==> src/rtl/mips_pkg.sv <==
`default_nettype none
// ----------------------------------------------------------------------
// mips_pkg : shared fetch-stage types, constants and jump-target helper
// Revision 1.0
// ----------------------------------------------------------------------
package mips_pkg;

   typedef enum logic [1:0] {
      ST_IDLE  = 2'd0,
      ST_REQ   = 2'd1,
      ST_DRAIN = 2'd2
   } fetch_state_e;

   localparam logic [31:0] NOP    = 32'h0000_0000;
   localparam logic [31:0] PC_INC = 32'd4;

   // J-type target: upper nibble of PC+4 of the jump, 26-bit index, word aligned
   function automatic logic [31:0] jump_target(input logic [3:0]  pc_hi,
                                               input logic [25:0] idx);
      return {pc_hi, idx, 2'b00};
   endfunction

endpackage
`default_nettype wire

==> src/rtl/if_skid_buf.sv <==
`default_nettype none
// ----------------------------------------------------------------------
// if_skid_buf : one-entry {instruction, PC+4} holding buffer for IF/ID
// Revision 1.0
// ----------------------------------------------------------------------
module if_skid_buf
   import mips_pkg::*;
(
   input  logic        clk_i,
   input  logic        rst_i,
   input  logic        load_i,
   input  logic        clear_i,
   input  logic [31:0] data_i,
   input  logic [31:0] addr_i,
   output logic        valid_o,
   output logic [31:0] data_o,
   output logic [31:0] addr_o
);

   logic        valid_q, valid_d;
   logic [31:0] data_q,  data_d;
   logic [31:0] addr_q,  addr_d;

   always_comb begin
      valid_d = valid_q;
      data_d  = data_q;
      addr_d  = addr_q;
      if (clear_i) begin
         valid_d = 1'b0;
      end else if (load_i) begin
         valid_d = 1'b1;
         data_d  = data_i;
         addr_d  = addr_i;
      end
   end

   always_ff @(posedge clk_i or negedge rst_i) begin
      if (!rst_i) begin
         valid_q <= 1'b0;
         data_q  <= NOP;
         addr_q  <= 32'h0;
      end else begin
         valid_q <= valid_d;
         data_q  <= data_d;
         addr_q  <= addr_d;
      end
   end

   assign valid_o = valid_q;
   assign data_o  = data_q;
   assign addr_o  = addr_q;

endmodule
`default_nettype wire

==> src/rtl/if_fetch_unit.sv <==
`default_nettype none
// ----------------------------------------------------------------------
// if_fetch_unit : PC, req/ack instruction fetch, IF/ID output with skid
// Revision 1.0
// ----------------------------------------------------------------------
module if_fetch_unit
   import mips_pkg::*;
#(
   parameter logic [31:0] RESET_PC = 32'h0000_0000,
   parameter logic [31:0] NOP_INST = NOP
) (
   input  logic        clk_i,
   input  logic        rst_i,
   input  logic        stall_i,
   input  logic        branch_i,
   input  logic [31:0] branch_addr_i,
   input  logic        jump_i,
   input  logic [25:0] jump_addr_i,
   output logic        imem_req_o,
   output logic [31:0] imem_addr_o,
   input  logic        imem_ack_i,
   input  logic [31:0] imem_data_i,
   output logic [31:0] inst_o,
   output logic [31:0] inst_addr_o,
   output logic        inst_valid_o,
   output logic        flush_o
);

   fetch_state_e state_q, state_d;
   logic [31:0]  pc_q, pc_d;
   logic [31:0]  req_addr_q, req_addr_d;
   logic [31:0]  inst_q, inst_d;
   logic [31:0]  inst_addr_q, inst_addr_d;
   logic         inst_valid_q, inst_valid_d;
   logic         flush_q, flush_d;

   logic         redirect, accept;
   logic [31:0]  target, pc_inc, ret_addr;
   logic         skid_valid, skid_load, skid_clear;
   logic [31:0]  skid_data, skid_addr;

   assign redirect = (branch_i | jump_i) & ~stall_i;
   assign target   = branch_i ? branch_addr_i : jump_target(inst_addr_q[31:28], jump_addr_i);
   // Data counts only in REQ; a same-cycle redirect makes it wrong-path
   assign accept   = (state_q == ST_REQ) & imem_ack_i & ~redirect;
   assign pc_inc   = pc_q + PC_INC;
   assign ret_addr = req_addr_q + PC_INC;

   assign skid_load  = accept & stall_i;
   assign skid_clear = redirect | (~stall_i & skid_valid);

   if_skid_buf u_skid (
      .clk_i   (clk_i),
      .rst_i   (rst_i),
      .load_i  (skid_load),
      .clear_i (skid_clear),
      .data_i  (imem_data_i),
      .addr_i  (ret_addr),
      .valid_o (skid_valid),
      .data_o  (skid_data),
      .addr_o  (skid_addr)
   );

   always_comb begin
      state_d    = state_q;
      pc_d       = pc_q;
      req_addr_d = req_addr_q;
      case (state_q)
         ST_IDLE: begin
            if (!skid_valid && !redirect) begin
               state_d    = ST_REQ;
               req_addr_d = pc_q;
            end
         end
         ST_REQ: begin
            if (accept) begin
               if (!stall_i) req_addr_d = pc_inc;
               else          state_d    = ST_IDLE;
            end else if (redirect) begin
               state_d = imem_ack_i ? ST_IDLE : ST_DRAIN;
            end
         end
         ST_DRAIN: begin
            if (imem_ack_i) state_d = ST_IDLE;
         end
         default: state_d = ST_IDLE;
      endcase
      if (redirect)    pc_d = target;
      else if (accept) pc_d = pc_inc;
   end

   always_comb begin
      inst_d       = inst_q;
      inst_addr_d  = inst_addr_q;
      inst_valid_d = inst_valid_q;
      flush_d      = redirect;
      if (redirect) begin
         inst_valid_d = 1'b0;
         inst_d       = NOP_INST;
      end else if (!stall_i) begin
         if (skid_valid) begin
            inst_d       = skid_data;
            inst_addr_d  = skid_addr;
            inst_valid_d = 1'b1;
         end else if (accept) begin
            inst_d       = imem_data_i;
            inst_addr_d  = ret_addr;
            inst_valid_d = 1'b1;
         end else begin
            inst_valid_d = 1'b0;
            inst_d       = NOP_INST;
         end
      end
   end

   always_ff @(posedge clk_i or negedge rst_i) begin
      if (!rst_i) begin
         state_q      <= ST_IDLE;
         pc_q         <= RESET_PC;
         req_addr_q   <= 32'h0;
         inst_q       <= NOP_INST;
         inst_addr_q  <= 32'h0;
         inst_valid_q <= 1'b0;
         flush_q      <= 1'b0;
      end else begin
         state_q      <= state_d;
         pc_q         <= pc_d;
         req_addr_q   <= req_addr_d;
         inst_q       <= inst_d;
         inst_addr_q  <= inst_addr_d;
         inst_valid_q <= inst_valid_d;
         flush_q      <= flush_d;
      end
   end

   assign imem_req_o   = (state_q != ST_IDLE);
   assign imem_addr_o  = req_addr_q;
   assign inst_o       = inst_q;
   assign inst_addr_o  = inst_addr_q;
   assign inst_valid_o = inst_valid_q;
   assign flush_o      = flush_q;

endmodule
`default_nettype wire

==> config.mk <==
export PLATFORM = sky130hd
export DESIGN_NAME = if_fetch_unit
export DESIGN_NICKNAME = d
export VERILOG_FILES = /design/src/rtl/mips_pkg.sv /design/src/rtl/if_skid_buf.sv /design/src/rtl/if_fetch_unit.sv
export SDC_FILE = /design/constraint.sdc
export NUM_CORES = 1
export LEC_CHECK = 0
export ABC_AREA = 1
export CAP_MARGIN = 20
export CORE_MARGIN = 3
export CORE_UTILIZATION = 30
export DETAILED_ROUTE_END_ITERATION = 10
export PLACE_DENSITY_LB_ADDON = 0.12
export SETUP_SLACK_MARGIN = 0.02
export SLEW_MARGIN = 10
export SYNTH_ARGS = -nofsm -noshare
export SYNTH_HDL_FRONTEND = slang
export SYNTH_SLANG_ARGS = --single-unit
==> constraint.sdc <==
create_clock -name clk_i -period 1.8 [get_ports clk_i]
set_input_delay 0.27 -clock clk_i [delete_from_list [all_inputs] [get_ports clk_i]]
set_output_delay 0.27 -clock clk_i [all_outputs]
set_load 0.01 [all_outputs]
==> results.md <==
Synth:
- The yosys synthesis warning count is 0.
- The synthesized instance count is between 1500 and 2000.
- The proportion of netlist area held by the largest area contributor is ~46%.
- In this run, synthesis produced a sequential element count of approximately 200.
- The biggest area contributor in the post-synthesis netlist is dfrtp_1.
- The cell area that synthesis handed to floorplanning was about 11000 um^2.
- Sorting the synthesized cells by area gives the leading types as dfrtp_1 (46%), nand2_1 (23%), inv_1 (5.0%), nor2_1 (4.8%), o21ai_0 (4.6%).
- The number of nets produced by synthesis is around 1600.
- Sequential cells were found to cover between 40% and 50% of the synthesized design area.
- The average instance in the mapped netlist occupies ~7.0 um^2.
- The number of distinct library cells after synthesis is 32.

Worst setup path:
- The reg-to-reg startpoint is pc_q[3].
- Walking the worst path, the cells encountered are clkdlybuf4s50_1.
- The kind of end point of the critical path is a primary output.
- The slowest stage of the critical path belongs to the cell clkdlybuf4s50_1.
- For the worst setup path, the data required time is 1.53 ns.
- In this run the number of cells on the critical path is 1.
- The count of buffer and inverter cells on the critical path is 1.
- At the worst endpoint, the arrival time is 1.46 ns.
- The setup path with the least slack is of type reg2out.
- Of all nets on the critical path, the largest fanout is 3.
- The worst reg-to-reg setup slack is 0.12 ns.
- The worst setup path is launched from a flop.
- Measured in cells, the most critical reg-to-reg path has a length of 11.
- The worst reg2reg path endpoint is imem_addr_o[28].
- The cell family contributing the most delay on the critical path is buffers and inverters.
- On the worst path, the slowest cell contributes a delay of ~0.56 ns.

Global routing:
- The overall global routing resource usage is a little under a fifth.
- Global routing consumed, on the met2 layer, 30.76% of the routing resources.
- The number of global-route vias before repair is between 10000 and 15000.
- The global routing's busiest layer is met2.
- The initial antenna violation count is 0.
- In the global route stage, met1 resource usage came out at 25.83%.
- The met3 track demand over resource is under 10%.
- The wire length of the first global-routing pass is approximately 56000 um.
- Entering global routing, the biggest net connects between 60 and 70 pins.
- The remaining global-route overflow is 0.

Cells and area:
- The number of antenna diodes in the final layout is 0.
- The share of cells above drive strength 1 is around 11%.
- The cell area after layout is 14550 um^2.
- The net total in the final layout is about 1900.
- Relative to the synthesized area, the layout overhead comes to 35.13%.

Die:
- After floorplanning, the core was divided into 68 placement rows.
- For this configuration, the core starts out at a cell density of between 30 and 40%.
- The die span in y is just under 200 um.
- The core region is 34970 um^2.
- The total die area is 38200 um^2.
- The floorplan step set the die width to around 200 um.
- The top-level I/O count is slightly below 200.

STA:
- In the finished design, the share of the clock period the worst path needs comes to a little over nine tenths.
- Across all hold checks on the routed design, the worst slack comes to ~0.25 ns.
- The number of max-slew violations in the final report is 0.
- For the finished layout, the period the worst path requires is 1.728 ns.
- Setup repair after global routing could not meet its margin everywhere.
- Headroom to the max-slew limit came out at roughly 53%.
- The maximum frequency from static timing analysis is slightly below 600 MHz.
- The hold violation total from the final report is 0.
- The clock skew is 0.01154 ns.
- The worst-margin pin slew is between 0.7 and 0.8 ns.
- The setup violation total in the final timing report is 0.

Clock network:
- After clock tree synthesis, the clock-pin slew on the worst setup and hold paths is 0.08 ns.
- The maximum number of buffers from clock root to sink is 2.
- CTS placed an instance of clkbuf_16 at the clock tree root.
- Counting every sink on the clock net gives between 150 and 200.
- The clock insertion delay at the later pin of the skew report is between 0.4 and 0.5 ns.
- The CTS tree is built.
- The H-tree depth is 4.
- The total clock buffers created by CTS is 17.

Run:
- Max-cap violations in this run came to 0.

Routing:
- The per-cell via count in the routed design is roughly 4.6.
- The remaining number of nets flagged by the antenna check after routing is 0.
- The per-cell routed wire length is about 16 um.
- The routed layout has ~10000 vias.
- The number of violations reported at the end of detailed-routing iteration 0 is around 650.
- The total length of routed wires is roughly 35000 um.
- The first TritonRoute pass finished after 5 iterations.
- In the routed design, unresolved DRC markers number 0.

Placement:
- The number of buffer cells added on primary ports is 194.
- The detailed-placement wirelength estimate is between 20000 and 30000 um.
- The placed instances occupy a cell area of roughly 14000 um^2.
- The congestion estimate from routability-driven global placement came to roughly 0.86.

Worst hold path:
- The worst hold path belongs to the class in2reg.
- For hold timing, the worst endpoint is pc_q[1].
- The worst hold path depth is 3.
- The source of the worst hold timing path is branch_i.

Pwr:
- The power per unit of standard cell area is 1448 nW/um^2.
- The worst-case IR drop observed on VDD is between 0.0009 and 0.001 V.
- The analysis attributes to cell leakage a power of 0.007109 uW.

Status:
- The run finished with clean final reports.
cells in the mapped netlist:
cell type,count
nand2_1,659
dfrtp_1,197
inv_1,144
nor2_1,137
o21ai_0,99
nand3_1,84
clkbuf_1,38
o211ai_1,38
a21oi_1,31
o21ai_1,22
buf_2,18
xor2_1,10
inv_2,8
nand2_2,8
buf_4,6
nor2_2,6
o221ai_1,6
a31oi_1,5
buf_1,5
xnor2_1,5
and2_1,4
nand4_1,4
nor2_4,3
buf_6,2
ha_1,2
nand3b_1,2
a31oi_4,1
inv_4,1
nand3_2,1
o21a_1,1
o21ai_4,1
or2_2,1
how the worst max path moves through the flow:
stage	to	slack, ns	startpoint
2_1_floorplan	u_skid.addr_o[28]	0.22	imem_addr_o[3]
3_3_place_gp	u_skid.addr_o[23]	-0.06	imem_ack_i
3_5_place_dp	u_skid.addr_o[31]	-0.11	imem_ack_i
4_1_cts	imem_addr_o[19]	0.02	imem_addr_o[19]
5_1_grt	pc_q[28]	-0.04	pc_q[3]
6_report	inst_addr_o[30]	0.07	inst_addr_o[30]
final cells by class:
type	instances	area (um^2)
fill	3673	20420
clock inverter	13	132.6
tap	455	569.3
inverter	153	576.8
clock buffer	19	432.9
sequential	197	4957
multi-input combinational	1130	5027
timing repair buffer	292	2854
registers in the layout, indices dropped and copies added (netlist names), 2 cells and up:
register / flops
inst_o: 32
imem_addr_o: 32
u_skid.addr_o: 32
inst_addr_o: 32
state_q: 2
pc_q: 32
u_skid.data_o: 32
cells in the final DEF (no fill, tap or decap), types with 3 or more instances in the layout:
| cell type | instances |
|---|---|
| xnor2_1 | 4 |
| clkdlybuf4s50_1 | 174 |
| dfrtp_1 | 175 |
| a21oi_1 | 31 |
| inv_8 | 6 |
| buf_4 | 82 |
| nand3_1 | 84 |
| dlygate4sd2_1 | 13 |
| a31oi_1 | 5 |
| clkbuf_16 | 17 |
| xor2_1 | 9 |
| nor2_2 | 14 |
| dfrtp_2 | 22 |
| o211ai_1 | 38 |
| nand2_2 | 10 |
| o21ai_0 | 97 |
| inv_1 | 144 |
| dlymetal6s2s_1 | 5 |
| nor2_4 | 9 |
| inv_2 | 8 |
| nand2_1 | 657 |
| nor2_1 | 123 |
| and2_1 | 4 |
| o221ai_1 | 6 |
| clkinvlp_4 | 3 |
| inv_6 | 3 |
| nand4_1 | 4 |
| buf_12 | 14 |
| o21ai_1 | 24 |
power breakdown:
group          switching (uW)  internal (uW)  total (uW)
Combinational            5380           4210        9590
Clock                    1950           1850        3810
Sequential               1500           6170        7670
Total                    8830          12200       21100
kinds of logic (layout without fill, tap and decap cells):
kind of cell | after synthesis | after routing | share of synthesized area (%)
AOI/OAI and AO/OA | 204 | 204 | 10.91
and+or+nand+nor | 909 | 909 | 33.53
xor gates and xnor gates | 15 | 15 | 1.220
buffers and inverters | 222 | 477 | 8.320
DFF | 197 | 197 | 45.78
adders and majority gates | 2 | 2 | 0.2324
per-layer routing:
layer | wire length [um] | vias up
met3 | 1354 | 19
met5 | 0 | -
met4 | 354 | 0
met1 | 16910 | 4855
met2 | 16820 | 201
li1 | - | 5323
what timing repair did:
action,in CTS,in global routing
setup endpoints to repair,32,63
setup buffers,10,9
pin swaps,0,6
gates cloned,0,0
hold endpoints to repair,29,0
gates resized for setup,33,32
hold buffers,1,0
metrics by stage:
stage | cells | total power, uW | TNS (ns) | util [%] | worst slack [ns]
2_1_floorplan | 1549 | 12480 | 0 | - | 0.2152
3_3_place_gp | 2207 | 17080 | -1.134 | 39.24 | -0.05715
3_5_place_dp | 2207 | 17150 | -3.021 | 39.24 | -0.1051
4_1_cts | 2250 | 21230 | 0 | 41.14 | 0.02171
5_1_grt | 2259 | 22810 | -0.1299 | 41.61 | -0.03938
6_report | 2259 | 21060 | 0 | 41.61 | 0.07192
No activity file was read; power rests on OpenSTA's default activity.
